`src/rtl/mem_port_arbiter.sv`:
```
// Arbitrates the single-port memory between fetch (I) and load/store (D) and sequences
// issue / fixed read latency / completion. Define MEMARB_RR_EN for round-robin on ties.
module mem_port_arbiter #(
    parameter int MEM_LAT = 2,
    parameter int ADDR_W  = 32,
    parameter int DATA_W  = 32
) (
    input  logic              Clk,
    input  logic              Reset,
    input  logic              I_req,
    input  logic [ADDR_W-1:0] I_addr,
    output logic [DATA_W-1:0] I_rdata,
    output logic              I_done,
    input  logic              D_req,
    input  logic              D_wr,
    input  logic [ADDR_W-1:0] D_addr,
    input  logic [DATA_W-1:0] D_wdata,
    output logic [DATA_W-1:0] D_rdata,
    output logic              D_done,
    output logic [ADDR_W-1:0] mem_addr,
    output logic              mem_wr,
    output logic [DATA_W-1:0] mem_wdata,
    input  logic [DATA_W-1:0] mem_rdata,
    output logic [1:0]        owner,
    output logic              busy
);
    localparam int CNT_W = $clog2(MEM_LAT + 1);
    localparam logic [1:0] OWN_NONE = 2'b00;
    localparam logic [1:0] OWN_I    = 2'b01;
    localparam logic [1:0] OWN_D    = 2'b10;

    typedef enum logic [1:0] {IDLE, ISSUE, WAIT, DONE} state_t;

    state_t            state_q, state_d;
    logic [CNT_W-1:0]  cnt_q, cnt_d;
    logic [1:0]        owner_q, owner_d;
    logic [ADDR_W-1:0] addr_q, addr_d;
    logic [DATA_W-1:0] wdata_q, wdata_d;
    logic              wr_q, wr_d;
    logic [DATA_W-1:0] ird_q, ird_d;
    logic [DATA_W-1:0] drd_q, drd_d;
    logic              pick_d;

`ifdef MEMARB_RR_EN
    logic [1:0] last_q, last_d;
    // On a tie, the port that did not win last time gets the grant.
    assign pick_d = D_req && (!I_req || (last_q != OWN_D));
`else
    assign pick_d = D_req;
`endif

    always_comb begin
        state_d = state_q;
        cnt_d   = cnt_q;
        owner_d = owner_q;
        addr_d  = addr_q;
        wdata_d = wdata_q;
        wr_d    = 1'b0;
        ird_d   = ird_q;
        drd_d   = drd_q;
`ifdef MEMARB_RR_EN
        last_d  = last_q;
`endif
        case (state_q)
            IDLE: begin
                if (I_req || D_req) begin
                    state_d = ISSUE;
                    if (pick_d) begin
                        owner_d = OWN_D;
                        addr_d  = D_addr;
                        wdata_d = D_wdata;
                        wr_d    = D_wr;
                    end else begin
                        owner_d = OWN_I;
                        addr_d  = I_addr;
                    end
`ifdef MEMARB_RR_EN
                    last_d = owner_d;
`endif
                end
            end
            ISSUE: begin
                // wr_q is high only in ISSUE of a write, so it doubles as the txn type.
                if (wr_q) begin
                    state_d = DONE;
                end else begin
                    cnt_d   = CNT_W'(MEM_LAT);
                    state_d = WAIT;
                end
            end
            WAIT: begin
                cnt_d = cnt_q - CNT_W'(1);
                if (cnt_q == CNT_W'(1)) begin
                    state_d = DONE;
                    if (owner_q == OWN_D) drd_d = mem_rdata;
                    else                  ird_d = mem_rdata;
                end
            end
            DONE: begin
                state_d = IDLE;
                owner_d = OWN_NONE;
            end
            default: state_d = IDLE;
        endcase
    end

    always_ff @(posedge Clk) begin
        if (Reset) begin
            state_q <= IDLE;
            cnt_q   <= '0;
            owner_q <= OWN_NONE;
            addr_q  <= '0;
            wdata_q <= '0;
            wr_q    <= 1'b0;
            ird_q   <= '0;
            drd_q   <= '0;
`ifdef MEMARB_RR_EN
            last_q  <= OWN_I;
`endif
        end else begin
            state_q <= state_d;
            cnt_q   <= cnt_d;
            owner_q <= owner_d;
            addr_q  <= addr_d;
            wdata_q <= wdata_d;
            wr_q    <= wr_d;
            ird_q   <= ird_d;
            drd_q   <= drd_d;
`ifdef MEMARB_RR_EN
            last_q  <= last_d;
`endif
        end
    end

    assign mem_addr  = addr_q;
    assign mem_wr    = wr_q;
    assign mem_wdata = wdata_q;
    assign I_rdata   = ird_q;
    assign D_rdata   = drd_q;
    assign owner     = owner_q;
    assign busy      = (state_q != IDLE);
    assign I_done    = (state_q == DONE) && (owner_q == OWN_I);
    assign D_done    = (state_q == DONE) && (owner_q == OWN_D);
endmodule

```
`config.mk`:
```
export PLATFORM = sky130hd
export DESIGN_NAME = mem_port_arbiter
export DESIGN_NICKNAME = d
export VERILOG_FILES = /design/src/rtl/mem_port_arbiter.sv
export SDC_FILE = /design/constraint.sdc
export NUM_CORES = 1
export LEC_CHECK = 0
export ABC_AREA = 0
export CORE_MARGIN = 10
export CORE_UTILIZATION = 45
export CTS_BUF_LIST = sky130_fd_sc_hd__clkbuf_8
export CTS_CLUSTER_DIAMETER = 50
export CTS_CLUSTER_SIZE = 25
export DETAILED_ROUTE_END_ITERATION = 8
export GPL_TIMING_DRIVEN = 0
export PLACE_DENSITY_LB_ADDON = 0.15
export SETUP_SLACK_MARGIN = 0.5
export SKIP_CTS_REPAIR_TIMING = 1
export SYNTH_ARGS = -nofsm -noshare
export SYNTH_HDL_FRONTEND = slang
export SYNTH_SLANG_ARGS = --single-unit
```
`constraint.sdc`:
```
create_clock -name Clk -period 3.25 [get_ports Clk]
set_clock_uncertainty 0.15 [all_clocks]
set_input_delay 0.65 -clock Clk [delete_from_list [all_inputs] [get_ports Clk]]
set_output_delay 0.65 -clock Clk [all_outputs]
set_load 0.02 [all_outputs]
```
==> results.cfg, run 1 <==
[run_status]
outcome = finished clean

[detailed_routing]
via_count = 5469
detail-route-antenna-nets = 0
avgRoutedWirePerCell_um = 18.05
detail_route.iter0.violations = 298
drt-vias-per-instance = 5.169
drt_first_pass_iters = 5
drcViolationCount = 0
routed_wirelength_um = 19090

[sta]
slew_viol_final = 0
relSlewSlack = 0.5276
fin_crit_sh = 0.8239
setup-tns-final_ps = 0
setup_violations = 0
fmaxAchievable_ghz = 0.3734
tightest_slew_ps = 708.7
hold_viol_final = 0
period_needed_ps = 2678
rsz0062_at_grt = no

[floorplan]
fp.dieW_um = 129.6
start_util = 0.4656
placementRows = 39
die_area_um2 = 16800
ios = 267
core_area_um2 = 11610
die_y_um = 129.6

[synth]
async_reset_ff_frac = 0
synthSimpleGateAreaFrac = 0.1721
syn-cell-area_um2 = 5408
ys_warn_count = 0
synth_fa_ha_area_frac = 0.01388
synth_fp_nets = 758
synth_seq_cells = 135
synth_edf_count = 0
synth_top_family_by_area = compound AO/OA/AOI/OAI gates
yosysTopAreaCell = dfxtp_1
synth_top_area_share = 0.4998
netlist_top_cells_area = dfxtp_1 50%, a21oi_1 9.3%, nand2_1 9.2%
synth_compound_area_frac = 0.2036
synth_mux_area_frac = 0.05923
syn_avg_cell_area_um2 = 8.736
synthCells = 619
synth_common_cells = 135 x dfxtp_1, 132 x nand2_1, 100 x a21oi_1
synthXorXnorAreaFrac = 0
yosysSeqAreaShare = 0.4998
yosysMostFrequentCell = dfxtp_1
synth_ff_type = dfxtp_1
synth_cell_types = 34

[clock_network]
cts_max_path_buffers = 2
clock-sinks = 135
clk_pin_slew_ps = 80
cts_max_level = 4
cts_root_buf = clkbuf_8
clock_latency_ps = 440
cts_buffers = 17
cts_tree = built

[place]
gp_congestion = 0.8834
dp_cells = 1026
port_buffers = 264
dp_hpwl_um = 15360

[global_routing]
grtUsageMet2 = 0.3779
grt.total_usage = 0.2192
grt_pass1_wl_um = 29130
met3_usage = 0.1036
grt-ovfl-total = 0
grt_pass1_vias = 5666
busiest_layer = met2
antenna_found_initial = 0
met1_usage = 0.2198
grt_start_max_net_pins = 17

[setup_path]
path_depth = 4
crit_family = buffers and inverters
ff2ff_path_depth = 6
critPathRequiredTime_ps = 2450
crit_buf_inv = 1
criticalPathCategory = register to output port
cp.arrival_ps = 1880
crit_chain = ha_1 -> nand2_1 -> nor2_1 -> clkdlybuf4s50_1
slowest_stage = clkdlybuf4s50_1
cp-start-kind = register
cpPeakStageDelay_ps = 630
crit_fanout = 5
end_kind = output port

[finish]
synthToLayoutAreaGrowth_pct = 60.99
drive_above_1_share = 0.09945
diodes = 0
final_net_count = 1041
final_cells = 1058

[power]
p_leak_uw = 0.003185
max-vdd-ir-drop_v = 0.0004639
power_density_nw_per_um2 = 649.7

[hold_path]
whs_path_depth = 2
hold_path_class = register to register

[flow_run]
drv_cap = 0
[stage by stage]
stage | instance area [um2] | worst slack [ps] | total power (uW) | utilization | hold slack [ps]
2_1_floorplan | 5408 | 1249 | 3184 | - | 301.9
3_3_place_gp | 8229 | 607.0 | 4033 | 0.7086 | 291.4
3_5_place_dp | 8229 | 565.0 | 4103 | 0.7086 | 295.7
4_1_cts | 8697 | 73.55 | 5690 | 0.7489 | 306.3
5_1_grt | 8706 | 509.6 | 5929 | 0.7496 | 326.1
6_report | 8706 | 572.2 | 5656 | 0.7496 | 303.7
[worst register-to-register path, stage by stage, from the launching register on]
cell      delay, ps
dfxtp_1         370
inv_1           120
ha_1            250
nand4b_1        240
clkbuf_1        440
nand2_1         120
a21oi_1         150
[per-layer routing]
| metal | up-vias | share of wire |
|---|---|---|
| li1 | 2682 | - |
| met1 | 2541 | 0.36 |
| met2 | 209 | 0.50 |
| met3 | 37 | 0.10 |
| met4 | 0 | 0.030 |
| met5 | - | 0 |
[cell families (layout without fill, tap and decap cells)]
kind of cell / after synthesis / count (layout)
buf+inv: 57 / 353
simple gates: 218 / 218
flops: 135 / 135
fa+ha+maj: 6 / 6
compound gates: 171 / 171
mux: 32 / 32
[where the power goes]
part	switching [uW]	total, uW	internal (uW)	leakage, uW
combinational	1110	2010	903	0.00186
sequential	142	2050	1910	0.00110
clock	654	1600	941	0.000228
total	1900	5660	3750	0.00318
[layout by cell type (no fill, tap or decap), drive strengths merged]
cell / count
clkinv: 2
a21oi: 100
o31ai: 1
buf: 26
nor2b: 1
mux2i: 32
ha: 6
and4b: 1
a311oi: 1
nand2b: 5
inv: 5
nand3b: 1
nand2: 132
dfxtp: 135
o21ai: 34
nor4b: 1
nand3: 33
clkbuf: 49
and2b: 1
clkinvlp: 3
a211oi: 33
or4b: 2
nor2: 35
a211o: 1
bufinv: 4
clkdlybuf4s50: 262
o21a: 1
and2: 3
dlymetal6s2s: 2
nor3b: 2
nand4b: 1
[state kept, by name, summed over array words and instances (netlist names)]
signal	flops
I_rdata	32
cnt_q	2
owner	2
mem_addr	32
state_q	2
mem_wdata	32
mem_wr	1
D_rdata	32
[cell type report]
cell class,instances,area (um2)
fill,876,2908
sequential,135,2704
timing repair buffer,264,2648
multi-input combinational,427,2429
clock buffer,22,302.8
buffer,53,264.0
tap,143,178.9
clock inverter,10,165.2
inverter,4,15.01
[worst paths after layout]
check	end	from	slack (ps)
worst max-delay path	I_done	state_q[1]	570
worst min-delay path	mem_wdata[27]	mem_wdata[27]	300
worst max register to register	D_rdata[6]	state_q[0]	1340
worst min register to register	mem_wdata[27]	mem_wdata[27]	300
(Power assumes the default switching activity.)
==> inputs of run 2 (changes only) <==
--- a/config.mk
+++ b/config.mk
@@ -7,7 +7,7 @@
 export LEC_CHECK = 0
 export ABC_AREA = 0
 export CORE_MARGIN = 10
-export CORE_UTILIZATION = 45
+export CORE_UTILIZATION = 42
 export CTS_BUF_LIST = sky130_fd_sc_hd__clkbuf_8
 export CTS_CLUSTER_DIAMETER = 50
 export CTS_CLUSTER_SIZE = 25
==> constraint.sdc (replaced) <==
create_clock -name Clk -period 2.8 [get_ports Clk]
set_clock_uncertainty 0.15 [all_clocks]
set_input_delay 0.56 -clock Clk [delete_from_list [all_inputs] [get_ports Clk]]
set_output_delay 0.56 -clock Clk [all_outputs]
set_load 0.02 [all_outputs]
==> run 2 against run 1 <==
Against the previous run: hold slack better by 0.80 ps; register-to-register slack worse by 400 ps; critical endpoint is now D_done; sequential share of layout area about the same.
==> results.cfg, run 2 (synthesized netlist as in run 1, its figures left out) <==
[clock_network]
cts_buffers = 17
cts_root_buf = clkbuf_8
cts_tree = built
clock_latency_ps = 440
clk_pin_slew_ps = 70
cts_max_path_buffers = 2
cts_max_level = 4
clock-sinks = 135

[global_routing]
grtUsageMet2 = 0.3560
grt.total_usage = 0.2050
met1_usage = 0.2075
grt_start_max_net_pins = 17
antenna_found_initial = 0
grt_pass1_vias = 5631
busiest_layer = met2
grt-ovfl-total = 0
met3_usage = 0.09962
grt_pass1_wl_um = 29330

[floorplan]
placementRows = 41
die_area_um2 = 17810
start_util = 0.4285
die_y_um = 133.5
ios = 267
core_area_um2 = 12620
fp.dieW_um = 133.5

[detailed_routing]
drt_first_pass_iters = 5
drcViolationCount = 0
detail-route-antenna-nets = 0
routed_wirelength_um = 19020
detail_route.iter0.violations = 275
via_count = 5429
avgRoutedWirePerCell_um = 17.47
drt-vias-per-instance = 4.985

[power]
max-vdd-ir-drop_v = 0.0005051
p_leak_uw = 0.003169
power_density_nw_per_um2 = 739.3

[place]
dp_hpwl_um = 15310
gp_congestion = 0.8642
postPlaceCellArea_um2 = 8265
port_buffers = 264

[sta]
rsz0062_at_grt = yes
setup-tns-final_ps = 0
slew_viol_final = 0
fmaxAchievable_ghz = 0.4441
hold_viol_final = 0
period_needed_ps = 2252
tightest_slew_ps = 694.5
fin_crit_sh = 0.8041
setup_violations = 0
relSlewSlack = 0.5370

[setup_path]
end_kind = output port
cp-start-kind = register
critPathRequiredTime_ps = 2090
crit_fanout = 10
cp.arrival_ps = 1540
criticalPathCategory = register to output port

[hold_path]
hold_path_class = register to register

[finish]
synthToLayoutAreaGrowth_pct = 60.97
final_net_count = 1043
drive_above_1_share = 0.1036
final_common_cell = clkdlybuf4s50_1
diodes = 0
fin_area_um2 = 8705
final_cell_mix = 261 x clkdlybuf4s50_1, 133 x dfxtp_1, 132 x nand2_1

[flow_run]
drv_cap = 0

[run_status]
outcome = finished clean
==> run 2: routing by layer <==
layer,vias up,routed length (um)
met1,2489,6957
li1,2691,-
met2,218,9592
met5,-,0
met4,0,446
met3,31,2025
==> run 2: worst paths after layout <==
path / slack [ps] / depth (start not counted) / from / endpoint
setup / recovery: 550 / 4 / owner[0] / D_done
hold reg to reg: 300 / 2 / D_rdata[26] / D_rdata[26]
setup reg to reg: 940 / 6 / state_q[0] / D_rdata[5]
hold / removal: 300 / 2 / D_rdata[26] / D_rdata[26]
==> run 2: report_power, final <==
part           leakage, uW  switching, uW  internal [uW]
Sequential         0.00110            168           2220
Clock             0.000230            714            998
Combinational      0.00184           1280           1060
==> run 2: final cells by class <==
cell class,count,area [um2]
tap,172,215.2
clock inverter,13,162.7
inverter,4,15.01
timing repair buffer,266,2643
fill,1067,3915
multi-input combinational,427,2434
buffer,53,266.5
clock buffer,19,261.5
sequential,135,2708
==> run 2: per-stage QoR <==
stage	hold slack, ps	power (uW)	instances	util	setup slack, ps
6_report	304.5	6435	1089	0.6898	548.4
5_1_grt	327.6	6771	1089	0.6898	473.3
4_1_cts	306.4	6480	1087	0.6886	-209.2
3_5_place_dp	295.7	4759	1055	0.6550	288.0
3_3_place_gp	292.1	4685	1055	0.6550	279.6
2_1_floorplan	301.9	3696	619	-	889.4
==> run 2: worst max-delay path, cell delays in order, from the launching register on <==
cell and delay [ps]:
dfxtp_4 380, and2b_2 240, buf_4 160, and2_1 170, clkbuf_2 160
==> inputs of run 3 (changes only) <==
--- a/config.mk
+++ b/config.mk
@@ -7,7 +7,7 @@
 export LEC_CHECK = 0
 export ABC_AREA = 0
 export CORE_MARGIN = 10
-export CORE_UTILIZATION = 42
+export CORE_UTILIZATION = 38
 export CTS_BUF_LIST = sky130_fd_sc_hd__clkbuf_8
 export CTS_CLUSTER_DIAMETER = 50
 export CTS_CLUSTER_SIZE = 25
==> constraint.sdc (replaced) <==
create_clock -name Clk -period 1.9 [get_ports Clk]
set_clock_uncertainty 0.15 [all_clocks]
set_input_delay 0.38 -clock Clk [delete_from_list [all_inputs] [get_ports Clk]]
set_output_delay 0.38 -clock Clk [all_outputs]
set_load 0.02 [all_outputs]
==> run 3 against run 2 <==
Against the previous run: the run now ends with setup timing left; core utilization is 4.4 points higher; combinational power increased by 89%; clock-buffer cell count fell by 1; non-clock buffer count grew 35; power up 68%.
==> results.cfg, run 3 (synthesized netlist as in run 1, its figures left out) <==
[clock_network]
cts_buffers = 17
cts_tree = built
clk_pin_slew_ps = 70
cts_max_path_buffers = 2
cts_root_buf = clkbuf_8
cts_max_level = 4
clock_latency_ps = 430
clock-sinks = 135

[floorplan]
placementRows = 43
core_area_um2 = 13930
fp.dieW_um = 139.3
ios = 267
die_area_um2 = 19400
die_y_um = 139.3
start_util = 0.3881

[finish]
synthToLayoutAreaGrowth_pct = 89.03
final_common_cell = buf_6
final_cell_mix = 153 x buf_6, 130 x clkdlybuf4s50_1, 129 x dfxtp_2
final_net_count = 1078
drive_above_1_share = 0.5552
fin_area_um2 = 10220
diodes = 0

[hold_path]
hold_path_class = primary input to register

[global_routing]
grt_pass1_vias = 5629
grt_pass1_wl_um = 29700
antenna_found_initial = 0
grt.total_usage = 0.1872
grt_start_max_net_pins = 17
grt-ovfl-total = 0

[sta]
setup_violations = 1
setup_ws_ps = -89.67
rsz0062_at_grt = yes
period_needed_ps = 1990
fin_crit_sh = 1.047
tightest_slew_ps = 755.0
slew_viol_final = 0
hold_viol_final = 0
fmaxAchievable_ghz = 0.5026
relSlewSlack = 0.4967

[run_status]
violations = setup timing
outcome = complete, but fails checks

[place]
dpl_worst_slack_ps = -324.0
port_buffers = 264
dp_hpwl_um = 15180
postPlaceCellArea_um2 = 8436
gp_congestion = 0.7810

[detailed_routing]
dr_wl_met2_um = 10710
via_count = 5731
detail_route.iter0.violations = 234
routed_wirelength_um = 20900
wl_met1_um = 8109
maxUsedRoutingLayer = met4
drt-vias-per-instance = 5.067
drt_first_pass_iters = 6
wl_met3_um = 1614
avgRoutedWirePerCell_um = 18.48
detail-route-antenna-nets = 0
drcViolationCount = 0

[setup_path]
critPathRequiredTime_ps = 1370
end_kind = output port
crit_fanout = 7
cp-start-kind = register
cp.arrival_ps = 1460
criticalPathCategory = register to output port

[power]
power_density_nw_per_um2 = 1056
p_leak_uw = 0.004011
max-vdd-ir-drop_v = 0.0006432

[flow_run]
drv_cap = 0
run 3: final timing paths:
path,startpoint,endpoint,slack [ps],depth (start not counted)
min reg2reg,mem_wdata[29],mem_wdata[29],310,2
max,owner[0],D_done,-90,4
min,D_req,owner[0],180,3
max reg2reg,state_q[1],D_rdata[19],200,6
run 3: layer usage:
| metal | GRT usage | up-vias |
|---|---|---|
| met5 | 0 | - |
| met4 | 0.07194 | 0 |
| met3 | 0.08098 | 29 |
| met2 | 0.3212 | 222 |
| met1 | 0.1982 | 2718 |
| li1 | - | 2762 |
run 3: power by group:
group          total (uW)  switching [uW]  leakage (uW)  internal, uW
clock network        2630            1160      0.000217          1480
registers            3730             362       0.00116          3370
logic                4430            2240       0.00263          2200
total               10800            3750       0.00401          7040
run 3: stage by stage:
step / utilization / instances / TNS, ps / hold WS (ps) / total power [uW]
6_report: 0.7336 / 1131 / -89.67 / 182.7 / 10790
5_1_grt: 0.7336 / 1131 / -144.1 / 165.3 / 11260
4_1_cts: 0.6370 / 1094 / -10410 / 138.3 / 9853
3_5_place_dp: 0.6054 / 1063 / -395.5 / 297.8 / 7215
3_3_place_gp: 0.6054 / 1063 / -360.8 / 292.1 / 7128
2_1_floorplan: - / 619 / 0 / 301.9 / 5641
run 3: worst max-delay path: stages, from the launching register on:
cell     delay [ps]
dfxtp_4         380
and2b_2         270
buf_6           130
and2_4          130
buf_6           120
run 3: final cells by class:
type                       instances  area [um2]
clock buffer                      18       247.7
clock inverter                    13       192.7
fill                             958        3712
inverter                           4       25.02
multi-input combinational        427        3060
timing repair buffer             301        3147
sequential                       135        2883
buffer                            53       441.7
tap                              180       225.2
